File: src/rtl/flash_pkg.sv
// Shared constants, state encoding and byte-packing helper for the SPI flash boot loader.
package flash_pkg;

  localparam logic [7:0] FlashReadCommand     = 8'h03;
  localparam int         FlashAddressBitWidth = 24;
  localparam int         FlashWordBitWidth    = 32;
  localparam int         BitIndexBitWidth     = $clog2(FlashWordBitWidth);

  // Each SPI bit spends the first half of this many clk cycles low, the second half high.
  localparam int SpiClkPerBit     = 2;
  localparam int SpiPhaseBitWidth = (SpiClkPerBit > 1) ? $clog2(SpiClkPerBit) : 1;

  typedef enum logic [2:0] {
    Idle,
    SendCommand,
    SendAddress,
    ReceiveData,
    WaitWrite,
    Finish
  } loader_state_e;

  // Bytes arrive first-byte-in-MSBs; the RAM wants the first byte in [7:0].
  function automatic logic [FlashWordBitWidth-1:0] pack_le(
    input logic [FlashWordBitWidth-1:0] msb_first
  );
    return {msb_first[7:0], msb_first[15:8], msb_first[23:16], msb_first[31:24]};
  endfunction

endpackage

File: src/rtl/flash_loader_spi_bit_engine.sv
// SPI mode-0 style bit engine: phase toggle, shared in/out shift register and bit counter.
module spi_bit_engine
  import flash_pkg::*;
(
  input  logic                          clk,
  input  logic                          rst_n,
  input  logic                          load,
  input  logic [FlashWordBitWidth-1:0]  load_data,
  input  logic                          run,
  input  logic                          hold,
  input  logic                          shift_out,
  input  logic                          miso,
  output logic                          sclk,
  output logic                          mosi,
  output logic                          bit_done,
  output logic [BitIndexBitWidth-1:0]   bit_index,
  output logic [FlashWordBitWidth-1:0]  rx_word
);

  logic [SpiPhaseBitWidth-1:0]    phase;
  logic [FlashWordBitWidth-2:0]   shift_q;
  logic                           last_phase;
  logic                           last_bit;

  assign last_phase = (int'(phase) == SpiClkPerBit - 1);
  assign last_bit   = (bit_index == BitIndexBitWidth'(FlashWordBitWidth - 1));
  assign bit_done   = run && !hold && last_phase;
  assign rx_word    = {shift_q, miso};

  always_ff @(posedge clk or negedge rst_n) begin
    if (!rst_n) begin
      phase     <= '0;
      bit_index <= '0;
      sclk      <= 1'b0;
      mosi      <= 1'b0;
    end else if (load) begin
      // The MSB goes straight to the pin so it is valid for the very first low phase.
      phase     <= '0;
      bit_index <= '0;
      sclk      <= 1'b0;
      mosi      <= shift_out & load_data[FlashWordBitWidth-1];
    end else if (!run || hold) begin
      phase <= '0;
      sclk  <= 1'b0;
      mosi  <= 1'b0;
    end else if (bit_done) begin
      phase     <= '0;
      sclk      <= 1'b0;
      bit_index <= bit_index + 1'b1;
      mosi      <= shift_out && !last_bit && shift_q[FlashWordBitWidth-2];
    end else begin
      phase <= phase + 1'b1;
      sclk  <= (int'(phase) + 1 >= SpiClkPerBit / 2);
    end
  end

  // Outgoing bits leave from the top while sampled miso bits enter at the bottom.
  always_ff @(posedge clk) begin
    if (load) begin
      shift_q <= load_data[FlashWordBitWidth-2:0];
    end else if (bit_done) begin
      shift_q <= {shift_q[FlashWordBitWidth-3:0], miso};
    end
  end

endmodule

File: src/rtl/flash_loader.sv
// Boot loader: streams a block of SPI flash into word-addressed RAM over a valid/ready port.
module flash_loader
  import flash_pkg::*;
#(
  parameter int         CountBitWidth = 16,
  parameter logic [7:0] ReadCommand   = FlashReadCommand
) (
  input  logic                             rst_n,
  input  logic                             clk,
  input  logic                             start,
  input  logic [FlashAddressBitWidth-1:0]  flash_address,
  input  logic [CountBitWidth-1:0]         word_count,
  output logic                             busy,
  output logic                             done,
  output logic                             flash_clk,
  output logic                             flash_cs,
  output logic                             flash_mosi,
  input  logic                             flash_miso,
  output logic                             wr_valid,
  input  logic                             wr_ready,
  output logic [FlashWordBitWidth-1:0]     wr_data,
  output logic [CountBitWidth-1:0]         wr_index
);

  localparam logic [BitIndexBitWidth-1:0] CommandLastBit = BitIndexBitWidth'(7);
  localparam logic [BitIndexBitWidth-1:0] WordLastBit    = BitIndexBitWidth'(FlashWordBitWidth - 1);

  loader_state_e                  state;
  logic [CountBitWidth-1:0]       count_q;
  logic                           start_accept;
  logic                           eng_run;
  logic                           eng_hold;
  logic                           eng_shift_out;
  logic                           bit_done;
  logic [BitIndexBitWidth-1:0]    bit_index;
  logic [FlashWordBitWidth-1:0]   rx_word;

  assign start_accept  = (state == Idle) && start && (word_count != '0);
  assign eng_run       = state inside {SendCommand, SendAddress, ReceiveData, WaitWrite};
  assign eng_hold      = (state == WaitWrite);
  assign eng_shift_out = state inside {Idle, SendCommand, SendAddress};

  spi_bit_engine u_spi_bit_engine (
    .clk       (clk),
    .rst_n     (rst_n),
    .load      (start_accept),
    .load_data ({ReadCommand, flash_address}),
    .run       (eng_run),
    .hold      (eng_hold),
    .shift_out (eng_shift_out),
    .miso      (flash_miso),
    .sclk      (flash_clk),
    .mosi      (flash_mosi),
    .bit_done  (bit_done),
    .bit_index (bit_index),
    .rx_word   (rx_word)
  );

  always_ff @(posedge clk or negedge rst_n) begin
    if (!rst_n) begin
      state    <= Idle;
      busy     <= 1'b0;
      done     <= 1'b0;
      flash_cs <= 1'b1;
      wr_valid <= 1'b0;
      wr_data  <= '0;
      wr_index <= '0;
      count_q  <= '0;
    end else begin
      done <= 1'b0;
      case (state)
        Idle: begin
          if (start) begin
            if (word_count != '0) begin
              count_q  <= word_count;
              wr_index <= '0;
              busy     <= 1'b1;
              flash_cs <= 1'b0;
              state    <= SendCommand;
            end else begin
              done <= 1'b1;
            end
          end
        end
        SendCommand: begin
          if (bit_done && bit_index == CommandLastBit) begin
            state <= SendAddress;
          end
        end
        SendAddress: begin
          // The bit counter keeps running across command and address: 32 bits in total.
          if (bit_done && bit_index == WordLastBit) begin
            state <= ReceiveData;
          end
        end
        ReceiveData: begin
          if (bit_done && bit_index == WordLastBit) begin
            wr_valid <= 1'b1;
            wr_data  <= pack_le(rx_word);
            state    <= WaitWrite;
          end
        end
        WaitWrite: begin
          // flash_clk is parked low here, so the flash keeps the next bit on miso.
          if (wr_ready) begin
            wr_valid <= 1'b0;
            if (wr_index == count_q - CountBitWidth'(1)) begin
              flash_cs <= 1'b1;
              state    <= Finish;
            end else begin
              wr_index <= wr_index + CountBitWidth'(1);
              state    <= ReceiveData;
            end
          end
        end
        Finish: begin
          busy  <= 1'b0;
          done  <= 1'b1;
          state <= Idle;
        end
        default: begin
          flash_cs <= 1'b1;
          busy     <= 1'b0;
          wr_valid <= 1'b0;
          state    <= Idle;
        end
      endcase
    end
  end

endmodule

File: config.mk
export PLATFORM = sky130hd
export DESIGN_NAME = flash_loader
export DESIGN_NICKNAME = d
export VERILOG_FILES = /design/src/rtl/flash_pkg.sv /design/src/rtl/flash_loader_spi_bit_engine.sv /design/src/rtl/flash_loader.sv
export SDC_FILE = /design/constraint.sdc
export NUM_CORES = 1
export LEC_CHECK = 0
export CAP_MARGIN = 0
export CORE_MARGIN = 5
export CORE_UTILIZATION = 56
export CTS_BUF_LIST = sky130_fd_sc_hd__clkbuf_16
export CTS_CLUSTER_SIZE = 25
export DETAILED_ROUTE_END_ITERATION = 10
export GPL_TIMING_DRIVEN = 0
export PLACE_DENSITY_LB_ADDON = 0.08
export SLEW_MARGIN = 5
export SYNTH_ARGS = -nofsm -noshare
export SYNTH_HDL_FRONTEND = slang
export SYNTH_SLANG_ARGS = --single-unit
File: constraint.sdc
create_clock -name clk -period 7.5 [get_ports clk]
set_input_delay 0.75 -clock clk [delete_from_list [all_inputs] [get_ports clk]]
set_output_delay 0.75 -clock clk [all_outputs]
set_load 0.02 [all_outputs]
; ---- After elaboration in Yosys (flattened, before gate mapping)
; Cells that the tools add are included.
[totals]
reg_bits = 110
inputBits = 45
word_cells = 111
[classes]
add_sub_neg = 5
n_lt_le_gt_ge = 1
eq_ne = 17
mux = 41
bitwise_logic = 3
reduce_logical = 30
[ops]
columns = cell, count
row1 = 16-bit 2-to-1 mux, 4
row2 = 24-bit 2-to-1 mux, 2
row3 = "32-bit by 2-bit >= comparator with 1-bit output, second input constant", 1
row4 = 16-bit one-hot mux with 2 select lines, 1
row5 = 3-bit 2-to-1 mux, 7
row6 = 1-bit 2-to-1 mux, 19
row7 = "16-bit by 1-bit adder with 16-bit output, second input constant", 1
row8 = 16-bit == test, 1
row9 = 16-bit nonzero test, 1
row10 = "16-bit by 1-bit subtractor with 16-bit output, second input constant", 1
row11 = 5-bit 2-to-1 mux, 3
row12 = 3-bit one-hot mux with 5 select lines, 1
row13 = 4-bit OR reduction, 3
row14 = "2-bit != test, second input constant", 5
row15 = 5-bit AND reduction, 2
row16 = 3-bit AND reduction, 3
row17 = 1-bit logical AND, 8
row18 = "2-bit by 1-bit != test with 1-bit output, second input constant", 4
row19 = "3-bit by 2-bit == test with 1-bit output, second input constant", 2
row20 = "3-bit == test, second input constant", 2
row21 = 1-bit one-hot mux with 3 select lines, 2
row22 = 6-bit AND reduction, 1
row23 = 3-bit nonzero test, 2
row24 = "5-bit by 1-bit adder with 5-bit output, second input constant", 1
row25 = other kinds (13), 20

; ---- Depth between registers and ports, before layout
[depth]
depth_word = 7
mapped_depth = 10
ltp_nobuf = 9

; ---- Cells and area by module
; From an unflattened synthesis, not the netlist that was laid out.
[unflattened]
cells_unflattened = 479
hier_area_um2 = 5460.2
[modules_own_cells]
columns = module, instances, cells_each, area_each_um2, seq_area_each_um2
row1 = flash_loader, 1, 379, 3788.6, 1778.0
row2 = spi_bit_engine, 1, 100, 1671.6, 1106.1

; ---- Worst setup path after synthesis
; OpenSTA, ideal clock, no wires.
[synth_path]
kind = input port to flip-flop
startpoint = in word_count[6]
endpoint = reg u_spi_bit_engine.shift_q[0] (enable)
setup_time_ps = 425
arrival_time_ps = 2397
required_ps = 7075
slack_ps = 4678
path_stages = 6
path_cell_list = nor4_1 > nand4_1 > nand3_1 > clkbuf_1 > buf_1 > nand2_1
[synth_via]
elab_chain_len = 3
[synth_rtl]
columns = element, line
row1 = from (decl), flash_loader.sv:12  ; input logic [CountBitWidth-1:0] word_count,
row2 = 16-bit nonzero test, flash_loader.sv:38  ; assign start_accept = (state == Idle) && start && (word_count != '0);
row3 = 1-bit logical AND, flash_loader.sv:38
row4 = 2-bit nonzero test (no source line), -
row5 = to (signal assigned), flash_loader_spi_bit_engine.sv:60  ; shift_q <= load_data[FlashWordBitWidth-2:0];
row6 = to (signal assigned), flash_loader_spi_bit_engine.sv:62  ; shift_q <= {shift_q[FlashWordBitWidth-3:0], miso};
row7 = to (decl), flash_loader_spi_bit_engine.sv:21  ; logic [FlashWordBitWidth-2:0] shift_q;
; No other way between the ends.
; A chain may end at the register's enable or synchronous reset.

; ---- Final worst setup path
[layout_path]
startpoint = in word_count[13]
endpoint = reg u_spi_bit_engine.shift_q[8] (enable)
; The elaborated chain is that of the path after synthesis.

==> summary.md <==
| Metric | Value |
|---|---|
| Status | complete, no violations |
| Fin worst setup slack | 3450 ps |
| CTS clk-pin slew, worst paths | 70 ps |
| Number of top-level pins | 99 |
| # DRC | 0 |
| First-pass GRT wire length | between 20 and 25 mm |
| Largest family of logic cells by synthesized area | simple AND/OR/NAND/NOR gates |
| Multi-input combinational cell area | between 2000 and 2500 um2 |
| Vias in the first global route | around 4,300 |
| Avg WL per Cell | approximately 17 um |
| Worst Tran Pin Value | about 1000 ps |
| CTS Buf Count | 9 |
| Number of flops mapped to enable cells by yosys | 24 |
| Yosys reg bits | around 110 |
| Compound-gate portion of the synthesized area | roughly 8.0% |
| Max Clock Skew | approximately 13 ps |
| CP cell instances | clkdlybuf4s50_1 > nor4_1 > nand4_1 > nand3_1 > clkbuf_1 > buf_1 > nand2_1 |
| DRT iter0 DRCs | ~270 |
| Total power | just over 2 mW |
| Fin crit period | 4050 ps |
| Post-synthesis adder-cell area fraction | less than 1% |
| Die Span Y | 106 um |
| Fmax | 247 MHz |
| GRT Total Usage | between 20% and 30% |
| CTS tree | done |
| Synth Instances | 529 |
| Multiplexer share of the synthesized area | 7.32% |
| Leakage | around 2.9 nW |
| Placer Congestion | roughly 0.86 |
| Hold buffers post-CTS | 0 |
| Reg2reg end | u_spi_bit_engine.shift_q[8] |
| Crit-path max cell delay | between 700 and 800 ps |
| Post-CTS Resized | 0 |
| Main synth FF type | dfrtp_1 |
| Max Transition Viols Final | 0 |
| Setup crit start | word_count[13] |
| Leading area contributor after synthesis | dfrtp_1 |
| Synth Area per Inst | between 9 and 10 um2 |
| Final worst path period share | between 50% and 60% |
| Largest net degree at the start of global routing | 44 |
| Register area share after synthesis | a little over half |
| CTS root buffer | clkbuf_16 |
| CTS H-tree lvls | 3 |
| Mapped Area | around 5200 um2 |
| Endpoints failing hold | 0 |
| Top cell type's share of synthesized area | a little under two fifths |
| Post-CTS Setup Inserts | 0 |
| Worst VDD drop | 0.185 mV |
| # rows | 35 |
| Clock Latency Late Sink | approximately 350 ps |
| RSZ-0062 raised after global routing | false |
| Area after DPL | about 6400 um2 |
| Final setup vio count | 0 |
| CP delay by family, top | simple AND/OR/NAND/NOR gates |
| Min Hold Slack | 376 ps |
| Synth area leaders | dfrtp_1, edfxtp_1, nand2_1 |
| Fin area | about 6700 um2 |
| Max Cap Violations | 0 |
| Hold crit path type | input port to async pin |
| Post-Synth XOR/XNOR Area | ~3.7% |
| CP endpoint | u_spi_bit_engine.shift_q[8] |
| Post-detail-place hpwl | between 9 and 10 mm |
| Power density over the cells | 306 nW/um2 |
| Critical Path RT | about 7400 ps |
| Area Growth Syn to Fin | 27.5% |
| R2r setup slk | approximately 4100 ps |
| Post-Route Utilization | between 70% and 80% |
| Worst-path fanout max | 24 |
| CP startpoint kind | input port |
| FILL cells | ~700 |
| YS warnings | 0 |
| Layout cell share with drive strength beyond 1 | under 10% |
| Number of routed nets with antenna violations | 0 |
| Slew headroom | a little under a third |
| Post-synthesis simple-gate area fraction | around a quarter |
| Via count | about 4,300 |
| Die Footprint | between 10,000 and 15,000 um2 |
| Ys async rst share | a little under three quarters |
| Via density per instance | 5.68 |
| Critical Path End Type | flop |
| Post-Syn Nets | 578 |
| PortBufs | slightly below 100 |
| Setup WS pre-CTS | 3080 ps |
| Worst flop-to-flop path startpoint | state[0] |
| Buf+Inv Stages, Crit Path | 3 |
| GRT Residual Overflow | 0 |
| Fin cells | 755 |
| Initial Utilization | between 50% and 60% |
| Setup TNS | 0 ps |
| Worst r2r path cells | 6 |
| CP arrival | 3900 ps |
| Clock Path Buffers | 2 |
| Cell depth of the worst setup path | 7 |
| Final wirelength | 12.8 mm |
| Initial antenna violation count | 0 |
| Core area | just over 9000 um2 |
| Die Span X | approximately 110 um |
| Drt pass-1 iters | 5 |
| Slowest stage cell, crit path | nand2_1 |
| Net count reported at finish | 688 |
| Type of the worst setup path | input port to flop |
| Flip-flop and latch area | around 2800 um2 |
| Antenna Cells | 0 |
| Clk sinks | roughly 110 |
| Yosys cell types | between 50 and 60 |
| Placed insts | ~740 |
==> metal layers <==
layer | share of wire [%] | up-vias | global-route usage [%]
li1 | - | 2068 | -
met1 | 44 | 2085 | 31.5
met2 | 48 | 122 | 38.4
met3 | 6.4 | 15 | 6.07
met4 | 1.8 | 0 | 6.30
met5 | 0 | - | 0
==> final cells by class <==
type,instances,share of cell area (%)
Tap cell,111,2.09
Inverter,2,0.113
Timing Repair Buffer,99,15.1
Buffer,23,1.37
Clock buffer,9,3.39
Sequential cell,109,42.3
Clock inverter,7,0.997
Multi-Input combinational cell,395,34.6
==> Yosys cell counts (3+ instances only) <==
library cell / number
a21oi_1: 24
a31o_2: 3
a31oi_1: 3
and2_1: 5
and3_1: 10
buf_1: 3
clkbuf_1: 18
dfrtp_1: 77
dfxtp_1: 7
edfxtp_1: 24
ha_1: 4
mux2_2: 33
nand2_1: 163
nand3_1: 12
nand4_1: 11
nor2_1: 18
nor2b_1: 5
nor3_1: 12
nor4_1: 7
o211ai_1: 3
o21ai_0: 10
o21ai_1: 5
or3_1: 10
or4_1: 4
xnor2_1: 16
xor2_1: 6
==> power by group <==
group / total, mW / switching (mW) / internal [mW]
Combinational: 0.615 / 0.355 / 0.259
Sequential: 0.954 / 0.136 / 0.818
Clock: 0.465 / 0.230 / 0.235
Total: 2.03 / 0.721 / 1.31
==> kinds of logic after synthesis <==
| logic type | count (synthesis) |
|---|---|
| and+or+nand+nor | 271 |
| DFF | 109 |
| AOI/OAI and AO/OA | 64 |
| muxes | 34 |
| buffers and inverters | 25 |
| xor gates and xnor gates | 22 |
| adders and majority gates | 4 |
==> cells in the final DEF, fill, tap and decap left out, types with 9 or more instances in the layout <==
master	count
o21ai_0	10
nand4_1	11
edfxtp_1	24
and3_1	10
nand3_1	12
nor2_1	18
nor3_1	12
dfrtp_1	77
a21oi_1	24
clkbuf_1	18
clkdlybuf4s50_1	97
mux2_2	33
xnor2_1	16
clkbuf_16	9
or3_1	10
nand2_1	163
==> sequential cells by signal, summed over array words and instances (netlist names) <==
signal and cells:
u_spi_bit_engine.bit_index 5, wr_data 32, flash_cs 1, state 3, done 1, u_spi_bit_engine.last_phase 1, u_spi_bit_engine.shift_q 31, count_q 16
wr_index 16, busy 1, u_spi_bit_engine.mosi 1, wr_valid 1
==> worst min path at each step <==
stage / start / to / slack, ps / cells past startpoint
after floorplan: u_spi_bit_engine.shift_q[25] / u_spi_bit_engine.shift_q[26] / 440 / 2
after global placement: u_spi_bit_engine.shift_q[27] / u_spi_bit_engine.shift_q[28] / 450 / 2
after detailed placement: u_spi_bit_engine.shift_q[27] / u_spi_bit_engine.shift_q[28] / 460 / 2
after CTS: rst_n / count_q[4] / 390 / 1
after global routing: rst_n / count_q[4] / 410 / 1
final: rst_n / count_q[4] / 380 / 1
Note: power is estimated with default switching activity, not from simulation.
